==> src/rtl/binary_to_stochastic_pkg.sv <==
// Shared definitions for the stochastic-computing datapath.
//   sc_state_t  : generator FSM states
//   stream_len  : bits per stream for a given binary width
//   lfsr_taps   : maximal-length Fibonacci tap masks (shift-left form), widths 4..8
package sc_pkg;

    typedef enum logic [1:0] {
        IDLE = 2'd0,
        GEN  = 2'd1,
        DONE = 2'd2
    } sc_state_t;

    function automatic int unsigned stream_len(input int unsigned length);
        return 32'd1 << length;
    endfunction

    function automatic logic [7:0] lfsr_taps(input int unsigned length);
        case (length)
            4:       return 8'h09;
            5:       return 8'h12;
            6:       return 8'h21;
            7:       return 8'h41;
            8:       return 8'hB8;
            default: return 8'h09;
        endcase
    endfunction

endpackage

==> src/rtl/binary_to_stochastic_lfsr.sv <==
// De Bruijn-extended Fibonacci LFSR. The extra XOR on an all-zero low field
// splices the zero state into the maximal-length cycle, so the period is
// exactly 2^LENGTH and every value appears once per period.
//   clk   : rising-edge clock
//   rst   : synchronous active-high reset, loads SEED
//   en    : advance one step this cycle
//   state : current register value
module sc_lfsr
    import sc_pkg::*;
#(
    parameter int unsigned           LENGTH = 4,
    parameter logic [LENGTH-1:0]     SEED   = 'h9
) (
    input  logic              clk,
    input  logic              rst,
    input  logic              en,
    output logic [LENGTH-1:0] state
);

    localparam logic [LENGTH-1:0] TAPS = LENGTH'(lfsr_taps(LENGTH));

    logic fb;

    always_comb begin
        fb = (^(state & TAPS)) ^ (state[LENGTH-2:0] == '0);
    end

    always_ff @(posedge clk) begin
        if (rst) begin
            state <= SEED;
        end else if (en) begin
            state <= {state[LENGTH-2:0], fb};
        end
    end

endmodule

==> src/rtl/binary_to_stochastic.sv <==
// Binary-to-stochastic generator: converts a LENGTH-bit unsigned value into a
// STREAM_LEN-bit unipolar stream holding exactly Bnum ones.
//   clk, rst      : clock, synchronous active-high reset
//   in_valid/ready: input handshake for Bnum
//   Bnum          : value to convert
//   sc_bit        : serial stream bit, qualified by sc_bit_valid
//   SCnum         : parallel stream, bit k == k-th serial bit
//   done          : one-cycle pulse once SCnum is complete
module binary_to_stochastic
    import sc_pkg::*;
#(
    parameter int unsigned           LENGTH     = 4,
    parameter int unsigned           STREAM_LEN = stream_len(LENGTH), // derived; do not override
    parameter logic [LENGTH-1:0]     SEED       = 'h9
) (
    input  logic                  clk,
    input  logic                  rst,
    input  logic                  in_valid,
    output logic                  in_ready,
    input  logic [LENGTH-1:0]     Bnum,
    output logic                  sc_bit,
    output logic                  sc_bit_valid,
    output logic [STREAM_LEN-1:0] SCnum,
    output logic                  done
);

    sc_state_t         state_q, state_d;
    logic [LENGTH-1:0] val_q;
    logic [LENGTH-1:0] cmpt;
    logic [LENGTH-1:0] cmpt_next;
    logic [LENGTH-1:0] lfsr;
    logic [LENGTH-1:0] cmp_val;
    logic              accept;
    logic              last;
    logic              emit;
    logic              bit_d;

    sc_lfsr #(
        .LENGTH (LENGTH),
        .SEED   (SEED)
    ) u_lfsr (
        .clk   (clk),
        .rst   (rst),
        .en    (accept || emit),
        .state (lfsr)
    );

    always_ff @(posedge clk) begin
        if (rst) begin
            state_q <= IDLE;
        end else begin
            state_q <= state_d;
        end
    end

    always_comb begin
        state_d      = state_q;
        in_ready     = 1'b0;
        sc_bit_valid = 1'b0;
        done         = 1'b0;
        case (state_q)
            IDLE: begin
                in_ready = 1'b1;
                if (in_valid) state_d = GEN;
            end
            GEN: begin
                sc_bit_valid = 1'b1;
                if (last) state_d = DONE;
            end
            DONE: begin
                in_ready = 1'b1;
                done     = 1'b1;
                state_d  = in_valid ? GEN : IDLE;
            end
            default: state_d = IDLE;
        endcase
    end

    // cmpt indexes the bit currently on sc_bit. Bit 0 is produced on the
    // accept edge itself (comparing against Bnum directly, since val_q is
    // only being loaded), so GEN emits bits 1..STREAM_LEN-1 and the LFSR
    // still steps exactly STREAM_LEN times per stream.
    always_comb begin
        accept    = in_valid && in_ready;
        last      = (cmpt == '1);
        emit      = (state_q == GEN) && !last;
        cmpt_next = cmpt + LENGTH'(1);
        cmp_val   = accept ? Bnum : val_q;
        bit_d     = (lfsr < cmp_val);
    end

    always_ff @(posedge clk) begin
        if (rst) begin
            val_q  <= '0;
            cmpt   <= '0;
            SCnum  <= '0;
            sc_bit <= 1'b0;
        end else if (accept) begin
            val_q  <= Bnum;
            cmpt   <= '0;
            SCnum  <= {{(STREAM_LEN-1){1'b0}}, bit_d};
            sc_bit <= bit_d;
        end else if (emit) begin
            cmpt            <= cmpt_next;
            SCnum[cmpt_next] <= bit_d;
            sc_bit          <= bit_d;
        end
    end

endmodule

==> config.mk <==
export PLATFORM = sky130hd
export DESIGN_NAME = binary_to_stochastic
export DESIGN_NICKNAME = d
export VERILOG_FILES = /design/src/rtl/binary_to_stochastic_pkg.sv /design/src/rtl/binary_to_stochastic_lfsr.sv /design/src/rtl/binary_to_stochastic.sv
export SDC_FILE = /design/constraint.sdc
export NUM_CORES = 1
export LEC_CHECK = 0
export ABC_AREA = 1
export ABC_CLOCK_PERIOD_IN_PS = 3700
export CAP_MARGIN = 30
export CORE_MARGIN = 2
export CORE_UTILIZATION = 50
export DETAILED_ROUTE_END_ITERATION = 12
export GPL_TIMING_DRIVEN = 0
export PLACE_DENSITY = 0.77
export SLEW_MARGIN = 20
export SYNTH_ARGS = -nofsm -noshare
export SYNTH_HDL_FRONTEND = slang
export SYNTH_SLANG_ARGS = --single-unit
==> constraint.sdc <==
create_clock -name clk -period 3.7 [get_ports clk]
set_input_delay 0.555 -clock clk [delete_from_list [all_inputs] [get_ports clk]]
set_output_delay 0.555 -clock clk [all_outputs]
set_load 0.02 [all_outputs]
### Yosys cells after proc, flatten, opt, wreduce, memory -nomap -nowiden

Index checks and enable logic that the tools add are counted.

* reductions and logical operators: 12
* bitwise logic cells: 1
* mux-type cells: 15
* magnitude comparators: 3
* equality and inequality tests: 5
* add/subtract/negate cells: 1

Operators with widths (count)
* bitwise mux 16 bit: 1
* 2-to-1 mux 1 bit: 9
* case mux 2 bit (3 select lines): 1
* less-than comparator 4 x 5 -> 1 bit, second input constant: 1
* adder 4 x 1 -> 4 bit, second input constant: 1
* demux 1 bit (select 4 bit): 1
* == test 4 bit, second input constant: 1
* greater-or-equal comparator 4 x 1 -> 1 bit, second input constant: 1
* less-than comparator 4 bit: 1
* 2-to-1 mux 2 bit: 2
* 2-to-1 mux 4 bit: 1
* != test 2 bit, second input constant: 2
* OR reduction 2 bit: 2
* parity 4 bit: 1
* logical AND 1 bit: 3
* logical NOT 3 bit: 1
* == test 2 x 1 -> 1 bit, second input constant: 1
* == test 2 bit, second input constant: 1
* logical NOT 2 bit: 1
* AND reduction 2 bit: 1
* nonzero test 2 bit: 1
* logical NOT 1 bit: 1
* logical OR 1 bit: 1
* bitwise XOR 1 bit: 1

* bits of input ports: 7
* logic and storage cells: 44
* output and inout bits: 20
* bits in registers: 31

### Depth between registers and ports, before layout

* depth after elaboration: 9
* mapped depth: 10

### Hierarchy

From an unflattened synthesis, not the netlist that was laid out.

* cells, all modules: 226
* area, all modules: 1664.1 um2

Modules (own cells, without submodules)
* binary_to_stochastic: instances 1, area each 1503.9 um2, sequential area each 540.5 um2, cells each 204
* sc_lfsr: instances 1, area each 160.2 um2, sequential area each 80.1 um2, cells each 22

### Worst setup path before layout

No wires, ideal clock.

* path type: input to register
* start: in in_valid
* end: reg sc_bit
* stages: 7
* slack: 1924 ps
* data arrival time: 1707 ps
* library setup time: 70 ps
* cell sequence: nand2_4 > mux2i_1 > ha_1 > a21oi_1 > nand2_4 > buf_6 > a21oi_1

* cells in the longest elaborated chain, start to end: 5
* elaborated cells between the ends (all ways): 6
* classes of those cells: 1 x order compare; 3 x mux; 2 x reduce/logical

RTL lines
* start, declared: line binary_to_stochastic.sv:18 `input logic in_valid,`
* logical AND 1 bit *: line binary_to_stochastic.sv:84 `accept = in_valid && in_ready;`
* 2-to-1 mux 4 bit
* less-than comparator 4 bit: line binary_to_stochastic.sv:89 `bit_d = (lfsr < cmp_val);`
* 2-to-1 mux 1 bit: line binary_to_stochastic.sv:103 `end else if (emit) begin`
* 2-to-1 mux 1 bit: line binary_to_stochastic.sv:98 `end else if (accept) begin`
* end signal, assigned: line binary_to_stochastic.sv:102 `sc_bit <= bit_d;`
* end signal, assigned: line binary_to_stochastic.sv:106 `sc_bit <= bit_d;`
* end, declared: line binary_to_stochastic.sv:21 `output logic sc_bit,`

Mark *: on every way between the ends. The rest lies on a longest branch, timed or not. The select of a mux whose other input is x is not followed.
A chain may end at the register's enable or synchronous reset.

### Worst setup path in the final report

* start: in in_valid
* end: reg SCnum[13]

* cells in the longest elaborated chain, start to end: 4
* elaborated cells between the ends (all ways): 5
* classes of those cells: 1 x order compare; 2 x mux; 2 x reduce/logical

RTL lines
* logical AND 1 bit *: line binary_to_stochastic.sv:84
* 2-to-1 mux 4 bit
* less-than comparator 4 bit: line binary_to_stochastic.sv:89
* bitwise mux 16 bit: line binary_to_stochastic.sv:105 `SCnum[cmpt_next] <= bit_d;`
* end signal, assigned: line binary_to_stochastic.sv:101 `SCnum <= {{(STREAM_LEN-1){1'b0}}, bit_d};`
* end signal, assigned by index: line binary_to_stochastic.sv:105
* end, declared: line binary_to_stochastic.sv:23 `output logic [STREAM_LEN-1:0] SCnum,`

Mark *: on every way between the ends. The rest lies on a longest branch, timed or not.

==> results_dict.tcl <==
set metrics [dict create \
    status "finished, final reports clean" \
    synth_seq_area_share 0.437 \
    ir_worst_vdd_uv 359 \
    grt_pass1_vias 1227 \
    p_leak_uw 0.000757 \
    path_clk_slew_ns 0.09 \
    drt_iter0_markers 51 \
    clkPwrFrac 0.312 \
    cts_hold_buf 0 \
    seq_power_share 0.505 \
    worstPathMaxFanout 10 \
    grt_pass1_wl_um 5480 \
    slew_viol_final 0 \
    grtUsageMet3 0.0680 \
    arrival_ns 2.39 \
    grt_max_degree 11 \
    cts_tree "yes" \
    netlist_area_sq_um 1420 \
    numCtsBuffers 5 \
    io_pins 27 \
    io_buffer_count 25 \
    synth_flop_cell "dfxtp_1" \
    fp.dieW_um 57.3 \
    hold_viol 0 \
    n_antenna_cell 0 \
    p_int_uw 511 \
    worstMarginPinSlew_ns 0.371 \
    root_buffer "clkbuf_4" \
    synth-seq-cells 31 \
    overflow 0 \
    p_comb_frac 0.183 \
    required_ns 3.96 \
    hpwl_um 2300 \
    final_layout_size_suffix_gt1_frac 0.123 \
    vias 1268 \
    cts_setup_buffers 0 \
    startpoint_type "input port" \
    finalCritPeriodShare 0.576 \
    place.gp.congestion 0.846 \
    worst_slew_margin_rel 0.751 \
    syn_avg_cell_area_sq_um 7.98 \
    grt_use_total 0.215 \
    path_class "input port to flop" \
    synth_nets 193 \
    critPathCaptureType "flop" \
    cts.repair.resized 0 \
    final_util 0.650 \
    power_switching_uw 204 \
    period_needed_ns 2.13 \
    p_sw_frac 0.285 \
    synthCells 178 \
    htree_levels 2 \
    cts.sink_count 31 \
    dr.pass1.iters 4 \
    ant_nets 0 \
    antenna_found_initial 0 \
    clk_latency_ns 0.33 \
    async_reset_ff_frac 0 \
    post-route-drc-count 0 \
    rr_worst_depth 8 \
    use_met2 0.345 \
    die_area_sq_um 3280 \
    area_growth_pct 25.2 \
    fin_setup_tns_ns 0 \
    rsz0062_at_grt "false" \
    finalSetupViolations 0 \
    wl_per_cell_um 12.9 \
    hold_path.class "input port to flop" \
    met1_usage 0.281 \
    die_h_um 57.3 \
    synth.distinct_cells 23 \
    p_per_area_nw_per_um2 402 \
    core-area_sq_um 2730 \
    fill_cells 227 \
    via_per_inst 5.24 \
    cap_violations 0 \
    initial_utilization 0.519 \
    hold_depth 2 \
    yosysWarnings 0 \
    cts.path.max_buffers 2 \
    finalWirelength_um 3130 \
    top_usage_layer "met2" \
    rows 19 \
    nNetsFinal 225 \
    fmax_mhz 469 \
    synth_edf_count 0 \
    finClkSkew_ns 0.00635 \
]
## power by group through the flow
stage               Sequential, uW  Clock (uW)  Combinational, uW
floorplan                      370           0               88.2
global placement               367           0                125
detailed placement             368           0                130
CTS                            361         230                131
global route                   363         244                146
finish                         361         223                130
## cells in the final DEF (no fill, tap or decap), drive strengths merged
cell / n
o21ai: 23
nor4: 1
ha: 8
xnor2: 1
nand2: 29
nor2: 23
clkbuf: 8
buf: 4
clkdlybuf4s50: 25
o2111ai: 1
nand4: 2
mux2i: 3
dfxtp: 31
nand3: 7
a21oi: 25
inv: 20
## path summary, 6_finish.rpt
check             startpoint   endpoint  slack [ns]
setup / recovery    in_valid  SCnum[13]        1.57
hold / removal           rst   val_q[0]        0.50
setup reg to reg  state_q[0]  SCnum[13]        1.85
hold reg to reg     val_q[1]   val_q[1]        0.51
## metal layers
layer  part of all wire  vias to the layer above
met1               0.47                      576
met3              0.049                        3
met2               0.48                       36
li1                   -                      653
met4             0.0077                        0
met5                  0                        -
## layout make-up
cell class	count	area, sq um	share of cell area
well taps	31	38.8	0.0218
multi-input cells	123	691	0.388
repair buffers	25	250	0.141
inverters	20	80.1	0.0450
flip-flops and latches	31	621	0.349
plain buffers	4	28.8	0.0162
clock buffers	8	68.8	0.0387
## flip-flops by register name, indices dropped and copies added, names as in the netlist
name          cells
u_lfsr.state      4
SCnum            16
val_q             4
state_q           2
cmpt              4
sc_bit            1
## per-stage QoR
step	cell area, sq um	hold slack [ns]	power [uW]	setup WS, ns	std cells
after detailed placement	1710	0.493	498	1.25	234
after CTS	1780	0.485	721	1.56	242
after global routing	1780	0.500	753	1.47	242
final	1780	0.496	714	1.57	242
after global placement	1710	0.480	492	1.30	234
after floorplan	1420	0.463	458	1.92	178
## kinds of logic (layout without fill, tap and decap cells)
| kind of cell | count (synthesis) | in the layout | share of synthesized area |
|---|---|---|---|
| simple gates | 62 | 62 | 0.211 |
| mux | 3 | 3 | 0.0211 |
| xor+xnor | 1 | 1 | 0.00617 |
| fa+ha+maj | 8 | 8 | 0.0705 |
| flops | 31 | 31 | 0.437 |
| compound gates | 49 | 49 | 0.178 |
| buf+inv | 24 | 57 | 0.0767 |
## critical path, stage by stage
cell,delay [ns]
clkdlybuf4s50_1,0.48
nand2_4,0.17
mux2i_1,0.25
ha_1,0.28
a21oi_1,0.24
nand2_4,0.13
buf_6,0.16
a21oi_1,0.12
## cells in the mapped netlist (3+ instances only)
library cell   n  area [sq um]
nand2_1       21          78.8
ha_1           8           100
nor2_1        21          78.8
nand3_1        7          35.0
dfxtp_1       31           621
o21ai_0       17          85.1
a21oi_1       24           120
inv_1         16          60.1
nand2_2        5          31.3
mux2i_1        3          30.0
nand2_4        3          33.8
o21ai_1        6          30.0
Note: power is estimated with default switching activity, not from simulation.
